File: config.mk
export PLATFORM = sky130hd
export DESIGN_NAME = seq_add_mul_unit
export DESIGN_NICKNAME = d
export VERILOG_FILES = /design/src/rtl/tt_arith_pkg.sv /design/src/rtl/shift_add_mul_step.sv /design/src/rtl/seq_add_mul_unit.sv
export SDC_FILE = /design/constraint.sdc
export NUM_CORES = 1
export LEC_CHECK = 0
export ABC_AREA = 1
export BUFFER_PORTS_ARGS = -buffer_cell sky130_fd_sc_hd__buf_2
export CORE_ASPECT_RATIO = 1.25
export CORE_MARGIN = 5
export CORE_UTILIZATION = 35
export DETAILED_ROUTE_END_ITERATION = 8
export PLACE_DENSITY = 0.51
export REMOVE_ABC_BUFFERS = 1
export SLEW_MARGIN = 20
export SYNTH_ARGS = -nofsm -noshare
export SYNTH_HDL_FRONTEND = slang
export SYNTH_SLANG_ARGS = --single-unit
File: constraint.sdc
create_clock -name clk -period 2.75 [get_ports clk]
set_input_delay 0.275 -clock clk [delete_from_list [all_inputs] [get_ports clk]]
set_output_delay 0.275 -clock clk [all_outputs]
set_load 0.01 [all_outputs]
File: src/rtl/tt_arith_pkg.sv
// tt_arith_pkg: shared op codes, FSM state encoding and sizing helper for the arithmetic unit
package tt_arith_pkg;
  localparam logic OP_ADD = 1'b1;
  localparam logic OP_MUL = 1'b0;
  typedef enum logic [1:0] {ST_IDLE, ST_MUL, ST_DONE} state_t;
  function automatic int clog2(input int v);
    int r;
    r = 0;
    while ((1 << r) < v) r++;
    return (r < 1) ? 1 : r;
  endfunction
endpackage

File: src/rtl/shift_add_mul_step.sv
// shift_add_mul_step: one radix-2 shift-add iteration, next accumulator and shifted multiplier
module shift_add_mul_step
  import tt_arith_pkg::*;
#(
  parameter int WIDTH = 3,
  localparam int RES_W = 2 * WIDTH,
  localparam int CW = clog2(WIDTH)
) (
  input  logic [RES_W-1:0] acc_i,
  input  logic [WIDTH-1:0] mcand_i,
  input  logic [WIDTH-1:0] mplier_i,
  input  logic [CW-1:0]    cnt_i,
  output logic [RES_W-1:0] acc_o,
  output logic [WIDTH-1:0] mplier_o
);
  localparam logic [CW-1:0] CMAX = CW'(WIDTH - 1);
  logic [RES_W-1:0] pp;
  // partial product weighted by the bit position currently at mplier[0]
  always_comb begin
    pp = RES_W'(mcand_i) << (CMAX - cnt_i);
    acc_o = mplier_i[0] ? acc_i + pp : acc_i;
    mplier_o = mplier_i >> 1;
  end
endmodule

File: src/rtl/seq_add_mul_unit.sv
// seq_add_mul_unit: single-cycle add or WIDTH-cycle shift-add multiply behind valid/ready handshakes
module seq_add_mul_unit
  import tt_arith_pkg::*;
#(
  parameter int WIDTH = 3,
  localparam int RES_W = 2 * WIDTH
) (
  input  logic             clk,
  input  logic             rst_n,
  input  logic             in_valid,
  output logic             in_ready,
  input  logic             op,
  input  logic [WIDTH-1:0] a,
  input  logic [WIDTH-1:0] b,
  output logic             out_valid,
  input  logic             out_ready,
  output logic [RES_W-1:0] result,
  output logic             busy
);
  localparam int CW = clog2(WIDTH);
  state_t state_q;
  logic [RES_W-1:0] acc_q, acc_d, result_q;
  logic [WIDTH-1:0] mcand_q, mplier_q, mplier_d;
  logic [CW-1:0] cnt_q;

  shift_add_mul_step #(.WIDTH(WIDTH)) u_step (
    .acc_i(acc_q),
    .mcand_i(mcand_q),
    .mplier_i(mplier_q),
    .cnt_i(cnt_q),
    .acc_o(acc_d),
    .mplier_o(mplier_d)
  );

  // control FSM and datapath registers; reset drops any operation in flight
  always_ff @(posedge clk) begin
    if (!rst_n) begin
      state_q <= ST_IDLE;
      acc_q <= '0;
      result_q <= '0;
      mcand_q <= '0;
      mplier_q <= '0;
      cnt_q <= '0;
    end else begin
      case (state_q)
        ST_IDLE:
          if (in_valid) begin
            if (op == OP_ADD) begin
              result_q <= RES_W'({1'b0, a} + {1'b0, b});
              state_q <= ST_DONE;
            end else begin
              mcand_q <= a;
              mplier_q <= b;
              acc_q <= '0;
              cnt_q <= CW'(WIDTH - 1);
              state_q <= ST_MUL;
            end
          end
        ST_MUL: begin
          acc_q <= acc_d;
          mplier_q <= mplier_d;
          if (cnt_q == '0) begin
            result_q <= acc_d;
            state_q <= ST_DONE;
          end else begin
            cnt_q <= cnt_q - CW'(1);
          end
        end
        ST_DONE: if (out_ready) state_q <= ST_IDLE;
        default: state_q <= ST_IDLE;
      endcase
    end
  end

  assign in_ready = state_q == ST_IDLE;
  assign out_valid = state_q == ST_DONE;
  assign busy = state_q != ST_IDLE;
  assign result = result_q;
endmodule
# Word-level counts from Yosys, hierarchy flattened
# Index checks and enable logic that the tools add are counted.
dict set report word_totals {
  out_inout_bits 9
  ff_bits 22
}
dict set report op_classes {
  n_mux 20
  n_reduce_logical 9
  n_eq_ne 8
  shifts 1
  bitwise_logic 1
  n_addsub 4
}
# operator count
set op_table {}
lappend op_table {{$mux W6} 6}
lappend op_table {{$pmux W6 S2} 2}
lappend op_table {{$mux W2} 7}
lappend op_table {{$reduce_and A3 Y1} 3}
lappend op_table {{$ne A2 B2 Y1 const B} 4}
lappend op_table {{$reduce_and A4 Y1} 2}
lappend op_table {{$add A6 B6 Y6} 1}
lappend op_table {{$mux W3} 2}
lappend op_table {{$pmux W2 S3} 1}
lappend op_table {{$pmux W3 S2} 1}
lappend op_table {{$shl A3 B2 Y6} 1}
lappend op_table {{$add A3 B3 Y4} 1}
lappend op_table {{$logic_not A2 Y1} 2}
lappend op_table {{$ne A2 B1 Y1 const B} 2}
lappend op_table {{$pmux W2 S2} 1}
lappend op_table {{$reduce_bool A2 Y1} 2}
lappend op_table {{$eq A2 B1 Y1 const B} 1}
lappend op_table {{$eq A2 B2 Y1 const B} 1}
lappend op_table {{$sub A2 B1 Y2 const B} 1}
lappend op_table {{$sub A2 B2 Y2 const A} 1}
lappend op_table {{$not A1 Y1} 1}

# Longest topological paths before layout
# Gate-level depths: netlist of the first run.
dict set report depth {
  ltp_word 6
  depth_mapped 15
  ltp_nobuf 14
}

# By module
# From an unflattened synthesis of the first run, not the netlist that was laid out.
dict set report hier_totals {
  cells_unflattened 230
  hier_area_um2 1490.2
}
# mod area_per_inst_um2 instances cells_per_inst
set modules_own_cells {}
lappend modules_own_cells {seq_add_mul_unit 1086.0 1 154}
lappend modules_own_cells {shift_add_mul_step 404.1 1 76}

# Least setup slack after synthesis of the first run
# OpenSTA, ideal clock, no wires.
dict set report synth_timing {
  path_type {reg-to-reg}
  from {reg cnt_q[0]}
  to {reg result_q[2], in the netlist result[2]}
  arrival_time_ns 2.070
  slack_ns 0.557
  synth_period_minus_slack_ns 2.193
  path_buffers 1
  stages_incl_launch_ff 11
  path_cell_list {dfxtp_1 -> buf_2 -> inv_1 -> ha_1 -> inv_1 -> nor2_1 -> ha_1 -> fa_1 -> xor2_1 -> o21ai_0 -> a21oi_1}
}
dict set report synth_via {
  elab_chain_cells 6
}
# item line
set synth_lines {}
lappend synth_lines {{start, declared} seq_add_mul_unit.sv:24} ;# logic [CW-1:0] cnt_q;
lappend synth_lines {{start signal, assigned} seq_add_mul_unit.sv:55} ;# cnt_q <= CW'(WIDTH - 1);
lappend synth_lines {{start signal, assigned} seq_add_mul_unit.sv:66} ;# cnt_q <= cnt_q - CW'(1);
lappend synth_lines {{$sub A2 B2 Y2} shift_add_mul_step.sv:20} ;# pp = RES_W'(mcand_i) << (CMAX - cnt_i);
lappend synth_lines {{$shl A3 B2 Y6} shift_add_mul_step.sv:20}
lappend synth_lines {{$add A6 B6 Y6} shift_add_mul_step.sv:21} ;# acc_o = mplier_i[0] ? acc_i + pp : acc_i;
lappend synth_lines {{$mux W6} shift_add_mul_step.sv:21}
lappend synth_lines {{$mux W6} seq_add_mul_unit.sv:62} ;# if (cnt_q == '0) begin
lappend synth_lines {{$pmux W6 S2} seq_add_mul_unit.sv:45} ;# case (state_q)
lappend synth_lines {{end signal, assigned} seq_add_mul_unit.sv:49} ;# result_q <= RES_W'({1'b0, a} + {1'b0, b});
lappend synth_lines {{end, declared} seq_add_mul_unit.sv:22} ;# logic [RES_W-1:0] acc_q, acc_d, result_q;
# Parallel ways exist; a longest one is shown, timed or not. The select of a mux whose other input is x is not followed.
# A chain may end at the register's enable or synchronous reset.

# Final worst setup path of the first run
dict set report layout_timing {
  from {reg cnt_q[0]}
  to {reg acc_q[2]}
}
dict set report layout_via {
  elab_chain_cells 5
}
# item line
set layout_lines {}
lappend layout_lines {{$sub A2 B2 Y2} shift_add_mul_step.sv:20}
lappend layout_lines {{$shl A3 B2 Y6} shift_add_mul_step.sv:20}
lappend layout_lines {{$add A6 B6 Y6} shift_add_mul_step.sv:21}
lappend layout_lines {{$mux W6} shift_add_mul_step.sv:21}
lappend layout_lines {{$pmux W6 S2} seq_add_mul_unit.sv:45}
lappend layout_lines {{end signal, assigned} seq_add_mul_unit.sv:39} ;# acc_q <= '0;
lappend layout_lines {{end signal, assigned} seq_add_mul_unit.sv:54} ;# acc_q <= '0;
lappend layout_lines {{end signal, assigned} seq_add_mul_unit.sv:60} ;# acc_q <= acc_d;
lappend layout_lines {{end, declared} seq_add_mul_unit.sv:22}
# Every way passes these cells.

==> results of run 1 <==
worst max-delay path, delay by kind of cell (launching register included):
| family | cells | cell delay [ns] |
|---|---|---|
| flops | 1 | 0.44 |
| simple gates | 1 | 0.07 |
| compound gates | 2 | 0.32 |
| xor+xnor | 1 | 0.17 |
| buf+inv | 2 | 0.28 |
| fa+ha+maj | 3 | 1.01 |
power by group through the flow:
stage / logic, µW / clock network, µW / registers, µW
finish: 185 / 234 / 366
global placement: 185 / 0 / 373
global route: 213 / 257 / 370
CTS: 187 / 238 / 367
floorplan: 123 / 0 / 374
detailed placement: 186 / 0 / 374
area by class of cell:
cell class,instances,area (µm²)
inverter,24,90.09
timing repair buffer,19,95.09
tap,40,50.05
sequential,22,440.4
multi-input combinational,137,774.5
fill,381,2217
clock buffer,4,55.05
logic make-up (layout without fill, tap and decap cells):
logic type               count (synthesis)  count (layout)
AO/OA/AOI/OAI                           45              45
XOR/XNOR                                 3               3
adder cells (fa/ha/maj)                 11              11
buffers and inverters                   28              47
flip-flops                              22              22
multiplexers                             2               2
AND/OR/NAND/NOR                         76              76
placed cells by master, fill, tap and decap left out:
cell type / Yosys / layout
nand2_1: 34 / 34
nor2_1: 23 / 23
dfxtp_1: 22 / 22
a21oi_1: 21 / 21
buf_2: 1 / 19
inv_1: 18 / 18
o21ai_0: 16 / 15
nand3_1: 13 / 13
ha_1: 9 / 9
inv_2: 5 / 5
clkbuf_8: 0 / 4
nor2_4: 3 / 3
o21ai_1: 2 / 3
a31oi_1: 3 / 3
mux2i_1: 2 / 2
nor2_2: 2 / 2
xor2_1: 2 / 2
fa_1: 2 / 2
o21ai_2: 1 / 1
clkinv_1: 1 / 1
nand3_2: 1 / 1
xnor2_1: 1 / 1
a211oi_1: 1 / 1
o211a_1: 1 / 1
flip-flops by register name, indices dropped and copies added, names as in the netlist:
name,cells
acc_q,6
mplier_q,3
result,6
state_q,2
cnt_q,2
mcand_q,3
metal layers:
layer	GRT usage (%)	vias up	part of all wire (%)
met2	24.97	30	50
met5	0	-	0
met3	2.263	9	2.6
li1	-	652	-
met4	7.884	0	3.7
met1	16.81	564	43
synthesized netlist by cell type (2+ instances only):
| cell | n |
|---|---|
| inv_2 | 5 |
| nand2_1 | 34 |
| inv_1 | 18 |
| nor2_4 | 3 |
| ha_1 | 9 |
| xor2_1 | 2 |
| fa_1 | 2 |
| nor2_2 | 2 |
| nor2_1 | 23 |
| o21ai_0 | 16 |
| dfxtp_1 | 22 |
| mux2i_1 | 2 |
| a31oi_1 | 3 |
| o21ai_1 | 2 |
| a21oi_1 | 21 |
| nand3_1 | 13 |
repair_timing:
action / in CTS / in global routing
endpoints found under the setup margin: 0 / 2
resized for setup: 0 / 1
endpoints found under the hold margin: 0 / 0
worst paths after layout:
path               start           to  slack [ns]
max reg2reg     cnt_q[0]     acc_q[2]        0.34
min                 a[2]   mcand_q[2]        0.29
max             cnt_q[0]     acc_q[2]        0.34
min reg2reg  mplier_q[2]  mplier_q[2]        0.49
per-stage QoR:
stage | utilization, % | hold WS (ns) | area [µm²]
floorplan | - | 0.4107 | 1305
global placement | 38.96 | 0.4537 | 1450
detailed placement | 38.96 | 0.4725 | 1450
CTS | 40.44 | 0.2879 | 1505
global route | 40.44 | 0.2925 | 1505
finish | 40.44 | 0.2905 | 1505
==> reports/qor.txt, run 1 <==
CP max FO - 6
Die H - 78.89 µm
CTS tree - yes
post-layout minimum cycle time - 2.407 ns
Max Root-Sink Buffers - 2
max_cap viols - 0
vias in the first global route - 1262
non-filler cells, final - 246
sequential power share - 46.6%
Pint - 540.5 µW
Cells after Synth - 187
Tcrit/Tclk final - 87.54%
Final TNS setup - 0 ns
fin. max-slew vios - 0
IO Count - 20
placer congestion estimate - 0.9061
Synth top area share - 33.15%
cell count after placement - 242
post-synthesis register bit count - 22
status - finished clean
Setup WS pre-CTS - 0.2845 ns
clk_lat worst skew - 0.26 ns
layout cell share with drive strength beyond 1 - 16.99%
delay of the slowest critical-path stage - 0.44 ns
Max Clk Rate - 415.4 MHz
post-CTS setup buffers - 0
unrepaired setup endpoints after global routing - no
main flop type after synthesis - dfxtp_1
power share of the clock group - 29.8%
die width - 65.11 µm
global-route wire length before repair - 5733 µm
Routed WL - 3287 µm
XOR/XNOR Fraction of Synth Area - 1.977%
DRC - 0
Slew @ Worst Pin - 0.3192 ns
clk slew on worst S/H paths - 0.08 ns
Crit Path Class - flop to flop
Fin. Hold Viols - 0
Max-slew headroom - 78.50%
mux cell area share after synthesis - 1.507%
maximum vdd drop - 265.0 µV
R2R depth - 9
Crit path arrival time - 2.56 ns
Post-synth EDFFs - 0
largest family of logic cells by synthesized area - simple AND/OR/NAND/NOR gates
floorplan row count - 25
combinational power share - 23.6%
post-detailed-route wirelength per cell - 13.36 µm
Hold Buf Count CTS - 0
via-per-instance ratio - 5.102
antenna-violating nets left - 0
share of synthesized cell area in full adder, half adder and majority cells - 11.49%
Yosys top cell by area - dfxtp_1
final net count - 229
H-Tree Depth - 1
area growth from synthesis to layout - 13.28%
synthesis warning total - 0
GRT overflow - 0
CP max stage cell - dfxtp_1
crit end category - flop
Pwr Total - 786.0 µW
initial antenna violation count - 0
crit-path cells - inv_1 -> ha_1 -> inv_1 -> nor2_1 -> ha_1 -> fa_1 -> xor2_1 -> o21ai_0 -> a21oi_1
Clock Tree Root - clkbuf_8
vias - 1255
DP Wirelength - 2709 µm
1st-iter DRT viols - 42
# diodes - 0
Synth Area in Compound Gates - 18.08%
initial core utilization - 35.70%
synth top area cells - dfxtp_1 33%, nand2_1 9.6%, ha_1 8.5%
final setup violation count - 0
core box area - 0.003722 mm²
switching fraction of total power - 31.24%
syn avg cell area - 7.106 µm²
port bufs - 19
DRT Pass-1 Iters - 4
post-synthesis sequential area ratio - 33.15%
TritonCTS Buffers - 3
startpoint class of the critical path - flop
Psw - 245.5 µW
Setup Skew - 0.001432 ns
FFs w/ async S/R, synth - 0%
Hold/Removal Path Class - primary input to flop
Post-Syn Area - 0.001329 mm²
die area - 0.005137 mm²
Min-Delay Path Depth - 3
power per cell area - 522.2 mW/mm²
# clock sinks - 22
global-route usage over all layers - 14.43%
Leak Pwr - 0.0007048 µW
Unique masters post-synth - 26
fin worst setup slack - 0.3428 ns
Critical Path RT - 2.90 ns
largest net degree at the start of global routing - 14
Simple-Gate Fraction of Synth Area - 25.24%
No activity file was read; power rests on OpenSTA's default activity.
==> run 2, diff against run 1 <==
CORE_UTILIZATION = 30   (was 35)
PLACE_DENSITY = 0.45   (was 0.51)
==> run 2 against run 1 <==
Clock skew is essentially flat. Via count is 1.3% lower. Highest routed layer unchanged. Power shrank 0.34%. Die area rose by 14%. Combinational power about the same. Wire length about the same. Critical path depth unchanged. Largest power group unchanged. Non-clock buffer count unchanged.
==> reports/qor.txt, run 2 (synthesized netlist as in run 1, its figures left out) <==
status - finished clean
Routed WL - 3290 µm (about the same)
placer congestion estimate - 0.8924 (-1.5%)
die area - 0.005869 mm² (+14%)
Die H - 84.41 µm (+7.0%)
post-CTS setup buffers - 0 (unchanged)
1st-iter DRT viols - 30 (-29%)
max_cap viols - 0 (unchanged)
maximum vdd drop - 302.0 µV (+14%)
Hold/Removal Path Class - primary input to flop
DRC - 0 (unchanged)
DP Wirelength - 2736 µm (+0.99%)
CP max FO - 6 (unchanged)
crit end category - flop
global-route wire length before repair - 5589 µm (-2.5%)
fin. max-slew vios - 0 (unchanged)
clk_lat worst skew - 0.26 ns (about the same)
fin worst setup slack - 0.2409 ns (-0.1019 ns)
unrepaired setup endpoints after global routing - no
initial core utilization - 30.49% (-5.2 points)
Crit Path Class - flop to flop
initial antenna violation count - 0 (unchanged)
GRT overflow - 0 (unchanged)
floorplan row count - 27 (+8.0%)
Tcrit/Tclk final - 91.24% (+3.7 points)
Max Root-Sink Buffers - 2 (unchanged)
via-per-instance ratio - 4.693 (-8.0%)
cell count after placement - 260 (+7.4%)
Crit path arrival time - 2.65 ns (+0.09 ns)
non-filler cells, final - 264 (+7.3%)
IO Count - 20 (unchanged)
most common cell after layout, fill and taps aside - nand2_1
Max Clk Rate - 398.6 MHz (-4.1%)
most frequent cells in the layout - 34 x nand2_1, 23 x nor2_1, 22 x dfxtp_1
final net count - 229 (unchanged)
post-layout minimum cycle time - 2.509 ns (+0.1019 ns)
port bufs - 19 (unchanged)
Max-slew headroom - 78.96% (+0.47 points)
vias - 1239 (-1.3%)
die width - 69.53 µm (+6.8%)
Setup Skew - 0.001876 ns (+0.0004443 ns)
Min Hold Slack - 0.3028 ns (+0.01226 ns)
Leak Pwr - 0.0007049 µW (about the same)
Clock Tree Root - clkbuf_8
final setup violation count - 0 (unchanged)
Resized cells post-CTS - 0 (unchanged)
Fin. Hold Viols - 0 (unchanged)
largest net degree at the start of global routing - 14 (unchanged)
Slew @ Worst Pin - 0.3123 ns (-0.006943 ns)
core box area - 0.004358 mm² (+17%)
H-Tree Depth - 1 (unchanged)
final core utilization - 35.06% (-5.4 points)
layout cell share with drive strength beyond 1 - 16.99% (unchanged)
post-detailed-route wirelength per cell - 12.46 µm (-6.7%)
power per cell area - 512.7 mW/mm² (-1.8%)
# diodes - 0 (unchanged)
Setup WS pre-CTS - 0.2484 ns (-0.03612 ns)
clk slew on worst S/H paths - 0.08 ns (about the same)
# clock sinks - 22 (unchanged)
Critical Path RT - 2.89 ns (about the same)
Hold Buf Count CTS - 0 (unchanged)
TritonCTS Buffers - 3 (unchanged)
CTS tree - yes
vias in the first global route - 1243 (-1.5%)
Final TNS setup - 0 ns (unchanged)
DRT Pass-1 Iters - 4 (unchanged)
antenna-violating nets left - 0 (unchanged)
global-route usage over all layers - 11.47% (-3.0 points)
startpoint class of the critical path - flop
area growth from synthesis to layout - 14.97%
[run 2: final cells by class]
class / instances / area, µm²
well taps: 58 / 72.57
fillers: 481 / 2830
clock buffers: 4 / 55.05
flip-flops and latches: 22 / 440.4
repair buffers: 19 / 95.09
multi-input cells: 137 / 774.5
inverters: 24 / 90.09
[run 2: metal layers]
metal / part of all wire, % / GRT usage [%] / routed length (µm) / vias up
met1: 47 / 13.99 / 1531 / 564
li1: - / - / - / 648
met4: 3.2 / 5.151 / 105 / 0
met3: 2.4 / 1.796 / 78 / 8
met5: 0 / 0 / 0 / -
met2: 48 / 19.70 / 1574 / 19
[run 2: worst paths after layout]
path | from | to | slack [ns] | depth (start not counted)
setup / recovery | cnt_q[0] | result[2] | 0.24 | 9
setup reg to reg | cnt_q[0] | result[2] | 0.24 | 9
hold / removal | b[2] | mplier_q[2] | 0.30 | 3
hold reg to reg | mplier_q[2] | mplier_q[2] | 0.49 | 2
[run 2: critical path, cell delays in order, from the launching register on]
cell     delay, ns
dfxtp_1       0.46
inv_1         0.15
ha_1          0.38
inv_1         0.16
nor2_1        0.07
ha_1          0.22
fa_1          0.41
xor2_1        0.18
o21ai_0       0.27
a21oi_1       0.11
[run 2: power breakdown]
group | leakage (µW) | switching (µW) | internal, µW
combinational | 0.000496 | 118 | 68.4
clock | 0.0000288 | 103 | 127
sequential | 0.000180 | 22.1 | 344
[run 2: stage by stage]
step / cell area [µm²] / power, µW
2_1_floorplan: 1305 / 497.0
3_3_place_gp: 1473 / 561.2
3_5_place_dp: 1473 / 562.1
4_1_cts: 1528 / 792.4
5_1_grt: 1528 / 835.2
6_report: 1528 / 783.3
==> run 3, diff against run 2 <==
ABC_AREA = unset   (was 1)
SLEW_MARGIN = unset   (was 20)
==> run 3 against run 2 <==
Worst setup slack worse by 0.12 ns. Global-route usage up 0.25 points. Fmax down 4.5%. Register-to-register slack worse by 0.12 ns. Clock power up 2%. Area after synthesis up 4.9%. Sequential power down 5%. Non-clock buffer count up 6. Power down 8.0%. Combinational power down 27%. Critical path type unchanged. Largest cell class unchanged.
==> reports/qor.txt, run 3 <==
status - finished clean
# diodes - 0 (unchanged)
Post-Syn Area - 0.001394 mm² (+4.9%)
most common cell after layout, fill and taps aside - nand2_1
main flop type after synthesis - dfxtp_1
maximum vdd drop - 334.2 µV (+11%)
FFs w/ async S/R, synth - 0% (unchanged)
Die H - 86.21 µm (+2.1%)
Routed WL - 3578 µm (+8.8%)
area growth from synthesis to layout - 20.20%
fill count - 498 (+3.5%)
placer congestion estimate - 0.8109 (-9.1%)
global-route usage over all layers - 11.72% (+0.25 points)
fin worst setup slack - 0.1232 ns (-0.1177 ns)
largest net degree at the start of global routing - 18 (+4)
power per cell area - 430.1 mW/mm² (-16%)
Max-slew headroom - 60.84% (-18 points)
post-synthesis sequential area ratio - 31.60% (-1.5 points)
Crit Path Class - flop to flop
layout cell share with drive strength beyond 1 - 25.26% (+8.3 points)
post-detailed-route wirelength per cell - 14.43 µm (+16%)
syn avg cell area - 8.346 µm² (+17%)
Crit path arrival time - 2.84 ns (+0.19 ns)
Slew @ Worst Pin - 0.5874 ns (+0.2752 ns)
Synth top area share - 31.60% (-1.5 points)
startpoint class of the critical path - flop
GRT overflow - 0 (unchanged)
initial core utilization - 31.26% (+0.77 points)
# clock sinks - 22 (unchanged)
IO Count - 20 (unchanged)
Clock Tree Root - clkbuf_8
Yosys top cell by area - dfxtp_1
via-per-instance ratio - 5.081 (+8.3%)
clk slew on worst S/H paths - 0.08 ns (about the same)
Setup Skew - 0.002669 ns (+0.0007924 ns)
1st-iter DRT viols - 42 (+40%)
initial antenna violation count - 0 (unchanged)
Tcrit/Tclk final - 95.52% (+4.3 points)
post-synthesis register bit count - 22 (unchanged)
core box area - 0.004459 mm² (+2.3%)
die width - 70.97 µm (+2.1%)
Critical Path RT - 2.96 ns (+0.07 ns)
post-layout minimum cycle time - 2.627 ns (+0.1177 ns)
clk_lat worst skew - 0.26 ns (about the same)
final setup violation count - 0 (unchanged)
CP max FO - 4 (-2)
synthesis warning total - 0 (unchanged)
final core utilization - 37.57% (+2.5 points)
fin. max-slew vios - 0 (unchanged)
floorplan row count - 27 (unchanged)
Synth top cells by count - 28 x nand2_1, 22 x dfxtp_1, 14 x nor2_1, 13 x a21oi_1, 9 x ha_1
die area - 0.006118 mm² (+4.2%)
final net count - 213 (-7.0%)
Fin. Hold Viols - 0 (unchanged)
Cells after Synth - 167 (-11%)
CTS tree - yes
most frequent cells in the layout - 28 x nand2_1, 21 x dfxtp_1, 19 x buf_2
antenna-violating nets left - 0 (unchanged)
max_cap viols - 0 (unchanged)
area of the multi-input gates - 935.9 µm² (+21%)
H-Tree Depth - 1 (unchanged)
vias - 1260 (+1.7%)
vias in the first global route - 1231 (-0.97%)
DRC - 0 (unchanged)
Unique masters post-synth - 43 (+65%)
DP Wirelength - 2696 µm (-1.5%)
Post-synth EDFFs - 0 (unchanged)
Setup WS pre-CTS - 0.02407 ns (-0.2243 ns)
Leak Pwr - 0.0007343 µW (+4.2%)
Max Clk Rate - 380.7 MHz (-4.5%)
DRT Pass-1 Iters - 4 (unchanged)
port bufs - 19 (unchanged)
Max Root-Sink Buffers - 2 (unchanged)
cell with the most instances after synthesis - nand2_1
synth top area cells - dfxtp_1 32%, ha_1 8.1%, nand2_1 7.5%
TritonCTS Buffers - 3 (unchanged)
global-route wire length before repair - 5892 µm (+5.4%)
sequential cell area - 441.7 µm² (+0.28%)
crit end category - flop
Hold/Removal Path Class - primary input to flop
run 3: where the power goes:
group,internal (µW),switching (µW)
combinational,59.9,77.5
clock,128,106
sequential,334,15.4
run 3: kinds of logic after synthesis:
logic type	synth area share (%)
adders and majority gates	10.95
AOI/OAI and AO/OA	16.79
muxes	8.348
DFF	31.60
xor gates and xnor gates	2.514
buffers and inverters	4.308
and+or+nand+nor	25.49
run 3: layout make-up:
| class | instances | area share [%] |
|---|---|---|
| tap | 58 | 4.332 |
| timing repair buffer | 25 | 8.364 |
| multi-input combinational | 131 | 55.86 |
| clock buffer | 4 | 3.286 |
| inverter | 8 | 1.792 |
| sequential | 22 | 26.36 |
run 3: per-layer routing:
metal  track usage [%]  share of wire, %  vias up
met3             1.740               2.4        6
met1             14.97                47      592
li1                  -                 -      639
met5                 0                 0        -
met2             20.17                49       23
met4             3.761               1.6        0
run 3: final timing paths:
path | slack, ns | depth (start not counted) | startpoint | endpoint
worst max-delay path | 0.12 | 11 | cnt_q[1] | result[5]
worst min-delay path | 0.27 | 3 | a[2] | mcand_q[2]
worst max register to register | 0.12 | 11 | cnt_q[1] | result[5]
worst min register to register | 0.45 | 2 | result[4] | result[4]
run 3: critical path: stages, from the launching register on:
cell,delay (ns)
dfxtp_1,0.33
inv_2,0.05
ha_4,0.26
mux2_2,0.33
nand2_1,0.06
o21ai_0,0.08
ha_1,0.36
and3_4,0.21
a221oi_4,0.29
xor2_2,0.22
mux2_4,0.32
nand3_1,0.07
run 3: through the flow:
step                power (µW)  hold slack [ns]  instances  setup TNS [ns]  cell area, µm²
finish                   720.6           0.2714        248               0            1675
global route             770.0           0.2953        248        -0.03814            1675
CTS                      730.1           0.2575        247               0            1624
detailed placement       490.5           0.4503        243               0            1569
global placement         487.5           0.4394        243               0            1569
floorplan                435.9           0.4029        161         -0.1560            1364
run 3: what timing repair did:
| item | CTS | global route |
|---|---|---|
| gates resized for setup | 0 | 10 |
| setup buffers | 0 | 1 |
| endpoints found under the setup margin | 0 | 3 |
| hold buffers | 0 | 0 |
